`src/rtl/tx_gearbox_6664.sv`:
```
// tx_gearbox_6664: packs one 66-bit block per cycle into a 64-bit word stream, pausing one cycle in every 33
module tx_gearbox_6664 (
  input  logic        i_txc,
  input  logic        i_reset,
  input  logic        i_init_done,
  input  logic [63:0] i_txd,
  input  logic [1:0]  i_tx_header,
  output logic        o_tx_pause,
  output logic [63:0] o_txd
);
  logic [5:0]   seq;
  logic [63:0]  residue;
  logic [127:0] wide;
  logic         drain;
  always_comb begin
    drain = seq == 6'd32;
    wide  = {62'b0, i_txd, i_tx_header} << {seq[4:0], 1'b0};
  end
  assign o_tx_pause = drain && i_init_done && !i_reset;
  always_ff @(posedge i_txc) begin
    if (i_reset || !i_init_done) begin
      seq     <= '0;
      residue <= '0;
      o_txd   <= '0;
    end else if (drain) begin
      seq     <= '0;
      residue <= '0;
      o_txd   <= residue;
    end else begin
      seq     <= seq + 6'd1;
      residue <= wide[127:64];
      o_txd   <= wide[63:0] | residue;
    end
  end
endmodule
```
`config.mk`:
```
export PLATFORM = sky130hd
export DESIGN_NAME = tx_gearbox_6664
export DESIGN_NICKNAME = d
export VERILOG_FILES = /design/src/rtl/tx_gearbox_6664.sv
export SDC_FILE = /design/constraint.sdc
export NUM_CORES = 1
export LEC_CHECK = 0
export ABC_AREA = 1
export BUFFER_PORTS_ARGS = -buffer_cell sky130_fd_sc_hd__buf_2
export CORE_AREA = 2 2 142 144
export CTS_BUF_LIST = sky130_fd_sc_hd__clkbuf_2
export DETAILED_ROUTE_END_ITERATION = 8
export DIE_AREA = 0 0 144 146
export MAX_ROUTING_LAYER = met4
export PLACE_DENSITY = 0.69
export SETUP_SLACK_MARGIN = 0.1
export SLEW_MARGIN = 15
export SYNTH_ARGS = -nofsm -noshare
export SYNTH_HDL_FRONTEND = slang
export SYNTH_SLANG_ARGS = --single-unit
```
`constraint.sdc`:
```
create_clock -name i_txc -period 3.76 [get_ports i_txc]
set_clock_uncertainty 0.15 [all_clocks]
set_input_delay 0.376 -clock i_txc [delete_from_list [all_inputs] [get_ports i_txc]]
set_output_delay 0.376 -clock i_txc [all_outputs]
set_load 0.03 [all_outputs]
```
Word level (Yosys, flattened, before mapping)
Index checks and enable logic that the tools add are counted.
{"block": "classes", "bitwise": 1, "addsub": 1, "n_shift": 1, "n_reduce_logical": 6, "n_eq_ne": 1, "n_mux": 1}
{"operator": "$shl A66 B6 Y128", "n": 1}
{"operator": "$mux W64", "n": 1}
{"operator": "$or A64 B64 Y64", "n": 1}
{"operator": "$add A6 B1 Y6 const B", "n": 1}
{"operator": "$eq A6 B6 Y1 const B", "n": 1}
{"operator": "$logic_and A1 B1 Y1", "n": 2}
{"operator": "$logic_not A1 Y1", "n": 2}
{"operator": "$reduce_or A2 Y1", "n": 1}
{"operator": "$logic_or A1 B1 Y1", "n": 1}
{"block": "word_totals", "in_bits": 69, "regBits": 134, "output_inout_bits": 65, "word_cells": 14}

Depth between registers and ports, before layout
Gate-level depths: netlist of run 1.
{"block": "depth", "ltp_word": 3, "depth_mapped": 14, "depth_no_buf": 11}

Worst setup path before layout of run 1
No wires, ideal clock.
{"block": "synth_path", "kind": "flip-flop to output port", "startpoint": "register seq[1]", "endpoint": "output o_tx_pause", "required_time_ns": 3.234, "stages_incl_launch_ff": 9, "path_buffers": 2, "arrival_ns": 1.553, "setup_slack_ns": 1.681, "path_cell_list": "dfxtp_1 > buf_2 > inv_2 > buf_2 > ha_1 > nand2_1 > nor2_1 > nand3_2 > nor2_1"}
{"block": "synth_between", "elab_chain_cells": 3}
{"element": "start: declaration", "line_no": "11", "source": "logic [5:0] seq;"}
{"element": "start signal: assignment", "line_no": "30", "source": "seq <= seq + 6'd1;"}
{"element": "$eq A6 B6 Y1", "line_no": "16", "source": "drain = seq == 6'd32;"}
{"element": "$logic_and A1 B1 Y1 (2 in a row)", "line_no": "19", "source": "assign o_tx_pause = drain && i_init_done && !i_reset;"}
{"element": "end: declaration", "line_no": "8", "source": "output logic o_tx_pause,"}
No other way between the ends.

Worst setup path in the final report of run 1
{"block": "layout_path", "startpoint": "input i_reset", "endpoint": "output o_tx_pause"}
{"block": "layout_between", "elab_chain_cells": 2}
{"element": "start: declaration", "line_no": "4", "source": "input logic i_reset,"}
{"element": "$logic_not A1 Y1", "line_no": "19"}
{"element": "$logic_and A1 B1 Y1", "line_no": "19"}
No other way between the ends.

==> results of run 1 <==
-- power by group through the flow --
stage	sequential [mW]	clock [mW]	combinational, mW
6_report	1.47	0.985	0.657
5_1_grt	1.48	1.06	0.714
4_1_cts	1.47	0.992	0.647
3_5_place_dp	1.50	0	0.638
3_3_place_gp	1.50	0	0.638
2_1_floorplan	1.58	0	0.339
-- final cells by class --
class	instances	area [um2]
antenna	1	2.50
clock buffer	19	95.1
clock inverter	13	181
fill	2102	10700
inverter	48	183
multi-input combinational	938	4330
sequential	134	2690
tap	265	332
timing repair buffer	154	853
-- layer usage --
metal | vias up | part of all wire, %
li1 | 4238 | -
met1 | 4031 | 41
met2 | 512 | 44
met3 | 85 | 8.8
met4 | 0 | 6.2
met5 | - | 0
-- sequential cells by signal, summed over array words and instances (netlist names) --
signal and flops:
o_txd 64, residue 64, seq 6
-- final timing paths --
kind,start,end,cells past startpoint
max,i_reset,o_tx_pause,7
min,i_tx_header[1],o_txd[1],5
max reg2reg,seq[0],residue[8],6
min reg2reg,residue[12],o_txd[12],2
-- worst max-delay path, stage by stage --
cell,delay (ns)
dlygate4sd3_1,0.54
buf_2,0.14
nor2_4,0.14
buf_4,0.47
clkinv_1,0.18
nor2_1,0.30
buf_2,0.27
-- kinds of logic (layout without fill, tap and decap cells) --
kind of cell               Yosys count  in the layout  share of synthesized area (%)
other                                0              1                              0
buffers and inverters              135            234                           8.08
and+or+nand+nor                    824            824                           48.6
AOI/OAI and AO/OA                  111            111                           7.67
DFF                                134            134                           35.2
xor gates and xnor gates             1              1                          0.115
adders and majority gates            2              2                          0.328
-- cells in the mapped netlist, types with 11 or more instances --
master,n,share of area [%]
buf_2,43,2.8
clkbuf_1,20,0.99
dfxtp_1,134,35
buf_1,14,0.69
nor2_1,55,2.7
nand3_1,404,27
o21ai_1,27,1.8
inv_1,40,2.0
a21oi_1,34,2.2
nand3b_1,12,1.2
nand2_1,333,16
o22ai_1,11,0.90
o21ai_0,33,2.2
-- per-stage QoR --
stage	cell area [um2]	hold slack (ns)	power [mW]	std cells	util (%)
2_1_floorplan	7620	0.253	1.92	1207	-
3_3_place_gp	8320	0.259	2.14	1532	43.0
3_5_place_dp	8320	0.266	2.14	1532	43.0
4_1_cts	8660	0.0108	3.11	1571	44.8
5_1_grt	8660	0.0170	3.25	1571	44.8
6_report	8660	0.0397	3.12	1572	44.8
==> results.ini, run 1 <==
[global_routing]
gr-max-usage-layer = met2
grt_max_degree = 79
grt_pass1_vias = 7892
overflow = 0
use_met3_pct = 5.23
grt_util_met2_pct = 43.0
gr-usage-met1_pct = 37.9
gr-usage-all-layers_pct = 29.3
grt_first_pass_wirelength_um = 45300
antenna_found_initial = 0

[routing]
vias = 8866
wl_um = 29800
ant_nets = 0
drtIter0Drc = 1085
via_per_inst = 5.64
wl_per_cell_um = 18.9
drc_errors = 0
first_pass_iters = 6

[clock_network]
cts-root-buf = clkbuf_2
cts_setup_buffers = 0
clockBufferDepth = 2
htreeDepth = 4
tritoncts = built
post_cts_resized = 0
cts.sinks = 134
holdBufCountCts = 7
cts_made_buffers = 17
insertion_delay_ns = 0.71
path_clk_slew_ns = 0.19

[synth]
ys_seq_area_share_pct = 35.2
syn_inst = 1207
synth_cell_types = 34
yosysWarnings = 0
avgSynthCellArea_um2 = 6.31
ys_async_sr_fraction_pct = 0
syn-num-nets = 1278
synth-seq-cells = 134
synth_edf_count = 0
synth_area_um2 = 7620
synth_top_flop_cell = dfxtp_1

[setup_path]
path_class = in -> out
reg2reg_slack_ns = 1.13
crit_path_max_fanout = 49
cp-start-kind = input port
crit_arrival_ns = 2.43
crit_required_ns = 3.23
cp-end-kind = output pin

[outcome]
outcome = finished, final reports clean

[placed_design]
pre_cts_slack_ns = 1.24
portBuffers = 133
hpwl_um = 22400
place_congestion = 1.03

[die]
rows = 51
dieWidth_um = 144
start_util_pct = 39.4
fp.dieH_um = 146
die_area_um2 = 21000
core_area_um2 = 19300
io_pins = 134

[min_path]
hold_path.class = in -> reg

[timing]
setup_slack_ns = 0.805
period_needed_ns = 2.96
final-hold-violation-count = 0
rsz0062_at_grt = false
final_max_slew_viol_count = 0
post-route-period-util_pct = 78.6
max_slew.worst_pin.slew_ns = 0.841
setup_violations = 0
relSlewSlack_pct = 43.9
fmax_mhz = 338
finalSetupTns_ns = 0

[final_layout]
final_common_cell = nand3_1
drive_above_1_share_pct = 15.2
area_growth_syn_to_layout_pct = 13.7
nNetsFinal = 1364
final_cell_mix = nand3_1 (404), nand2_1 (333), buf_2 (133), dfxtp_1 (130), nor2_1 (54)

[power_and_ir_drop]
power_density_nw_per_um2 = 360
p_switching_mw = 1.03
clkPwrFrac_pct = 31.6
switching_share_pct = 33.0
p_comb_share_pct = 21.1
seq_power_share_pct = 47.3
ir_worst_vdd_v = 0.000158
p_int_mw = 2.09
p_leak_nw = 4.05

[flow_run]
maxCapViolCount = 0

Note: power is estimated with default switching activity, not from simulation.
==> run 2: changes to the inputs <==
clock period = 2.8 ns   (was 3.76 ns; I/O delays follow)
==> run 2 against run 1 <==
Net effect: clock-buffer cell count is 2 lower; die area unchanged; critical path type unchanged; combinational power is 38% higher; sequential cell count unchanged; non-clock buffer count up 16; via count about the same; power grew 36%; sequential share of layout area fell by 0.82 points; final area increased by 2.7%; global-route usage is 0.57 points higher; register-to-register slack worse by 0.65 ns; largest cell class unchanged.
==> results.ini, run 2 (synthesized netlist as in run 1, its figures left out) <==
[outcome]
outcome = finished, final reports clean

[setup_path]
reg2reg_slack_ns = 0.48  ; -0.65 ns
cp-end-kind = output pin
r2r_end = o_txd[35]
worst_path_max_delay_cell = dlygate4sd3_1
path_class = in -> out
path_cells = dlygate4sd3_1 -> buf_2 -> nor2_4 -> dlygate4sd3_1 -> clkinv_1 -> nor2_1 -> buf_2
cp-start-kind = input port
crit_family = buffers and inverters
worstReg2RegStart = seq[1]
path_buf_inv = 5  ; unchanged
reg2reg_depth = 10  ; +4
crit_path_max_fanout = 2  ; -96%
crit_required_ns = 2.37  ; -0.86 ns
crit_arrival_ns = 2.19  ; -0.24 ns
max_stage_delay_ns = 0.64  ; +0.10 ns

[die]
die_area_um2 = 21000  ; unchanged
start_util_pct = 39.4  ; unchanged
core_area_um2 = 19300  ; unchanged
dieWidth_um = 144  ; unchanged
fp.dieH_um = 146  ; unchanged
io_pins = 134  ; unchanged
rows = 51  ; unchanged

[timing]
post-route-period-util_pct = 93.6
relSlewSlack_pct = 42.5  ; -1.4 points
final-hold-violation-count = 0  ; unchanged
period_needed_ns = 2.62
final_max_slew_viol_count = 0  ; unchanged
fmax_mhz = 381
rsz0062_at_grt = false
max_slew.worst_pin.slew_ns = 0.861  ; +0.0202 ns
finalSetupTns_ns = 0  ; unchanged
setup_violations = 0  ; unchanged

[global_routing]
grt_util_met2_pct = 46.1  ; +3.1 points
gr-usage-met1_pct = 38.4  ; +0.51 points
use_met3_pct = 4.84  ; -0.39 points
gr-usage-all-layers_pct = 29.8  ; +0.57 points
grt_pass1_vias = 7958  ; +0.84%
grt_max_degree = 82  ; +3.8%
grt_first_pass_wirelength_um = 46000  ; +1.5%
overflow = 0  ; unchanged
gr-max-usage-layer = met2
antenna_found_initial = 1  ; +1

[power_and_ir_drop]
p_comb_share_pct = 21.4  ; +0.3 points
power_density_nw_per_um2 = 476  ; +32%
ir_worst_vdd_v = 0.000198  ; +26%
clkPwrFrac_pct = 31.9  ; +0.3 points
seq_power_share_pct = 46.7  ; -0.6 points
switching_share_pct = 33.2  ; +0.23 points
p_int_mw = 2.83  ; +35%
power.total_mw = 4.23  ; +36%
p_switching_mw = 1.41  ; +37%
p_leak_nw = 4.15  ; +2.3%

[routing]
wl_um = 30200  ; +1.6%
drtIter0Drc = 1168  ; +7.6%
drc_errors = 0  ; unchanged
ant_nets = 0  ; unchanged
first_pass_iters = 6  ; unchanged
wl_per_cell_um = 19.0  ; +0.61%
via_per_inst = 5.58  ; -0.98%
vias = 8863  ; -0.034%

[min_path]
hold-path-endpoint = o_txd[17]
hold_path.class = in -> reg
min_from = i_txd[3]
whs_path_depth = 7  ; +2

[final_layout]
drive_above_1_share_pct = 15.3  ; +0.13 points
nNetsFinal = 1380  ; +1.2%
final_common_cell = nand3_1
design_area_um2 = 8900  ; +2.7%
nFillCells = 2077  ; -1.2%
area_growth_syn_to_layout_pct = 16.8
final_cell_mix = nand3_1 (404), nand2_1 (333), buf_2 (133), dfxtp_1 (130), nor2_1 (54)
postLayoutCoreUtil_pct = 46.0  ; +1.2 points
reg_top3 = o_txd x64, residue x64, seq x6

[clock_network]
cts-root-buf = clkbuf_2
clockBufferDepth = 2  ; unchanged
insertion_delay_ns = 0.71  ; about the same
post_cts_resized = 0  ; unchanged
cts.sinks = 134  ; unchanged
path_clk_slew_ns = 0.21  ; +0.02 ns
cts_made_buffers = 17  ; unchanged
tritoncts = built
htreeDepth = 4  ; unchanged

[placed_design]
hpwl_um = 22400  ; about the same
place_congestion = 0.984  ; -4.6%
placed_area_um2 = 8420  ; +1.3%
portBuffers = 133  ; unchanged

[flow_run]
maxCapViolCount = 0  ; unchanged

-- run 2: cell count changes in the layout (fill, tap and decap cells not counted), sizes merged --
cell,previous run,this run
clkbuf,19,17
buf,147,151
clkinv,9,8
dlygate4sd3,7,19
inv,47,50
clkinvlp,1,0
-- run 2: how the worst max path moves through the flow --
stage / from / cells past startpoint / endpoint / slack [ns]
2_1_floorplan: seq[1] / 8 / o_tx_pause / 0.82
3_3_place_gp: seq[2] / 8 / o_txd[46] / 0.62
3_5_place_dp: seq[4] / 9 / residue[8] / 0.62
4_1_cts: i_reset / 7 / o_tx_pause / 0.22
5_1_grt: i_reset / 7 / o_tx_pause / 0.14
6_report: i_reset / 7 / o_tx_pause / 0.18
-- run 2: worst reg2reg max path, cell delays in order, from the launching register on --
cell	delay [ns]
dfxtp_2	0.38
inv_2	0.08
buf_12	0.25
nand3_1	0.20
dlygate4sd3_1	0.59
nand3_1	0.09
nand3_1	0.07
nand2_1	0.18
nand2_1	0.08
a21oi_1	0.13
nor2_1	0.05
-- run 2: what timing repair did --
item / CTS / global route
endpoints found under the hold margin: 54 / 0
setup buffers: 0 / 0
hold buffers: 19 / 0
-- run 2: layout make-up --
cell class | count | area [um2] | area share (%)
multi-input combinational | 938 | 4330 | 48.7
timing repair buffer | 170 | 1080 | 12.1
tap | 265 | 332 | 3.73
sequential | 134 | 2690 | 30.2
clock inverter | 14 | 200 | 2.25
clock buffer | 17 | 85.1 | 0.956
antenna | 1 | 2.50 | 0.0281
inverter | 48 | 183 | 2.05
-- run 2: power groups by stage --
stage          Combinational [mW]  Sequential [mW]  Clock [mW]
3_3_place_gp                0.873             2.02           0
4_1_cts                     0.897             1.98        1.37
3_5_place_dp                0.873             2.02           0
2_1_floorplan               0.455             2.12           0
5_1_grt                     0.990             1.99        1.47
6_report                    0.906             1.98        1.35
-- run 2: per-stage QoR --
stage,setup slack [ns],hold slack (ns),cells
floorplan,0.817,0.253,1207
CTS,0.215,0.00146,1586
global route,0.143,0.00730,1587
global placement,0.618,0.263,1536
finish,0.178,0.0354,1587
detailed placement,0.618,0.267,1536
-- run 2: per-layer routing --
metal  part of all wire (%)  wire (um)
met3                    7.1       2130
met2                     46      14000
met5                      0          0
met4                    4.6       1390
met1                     42      12700
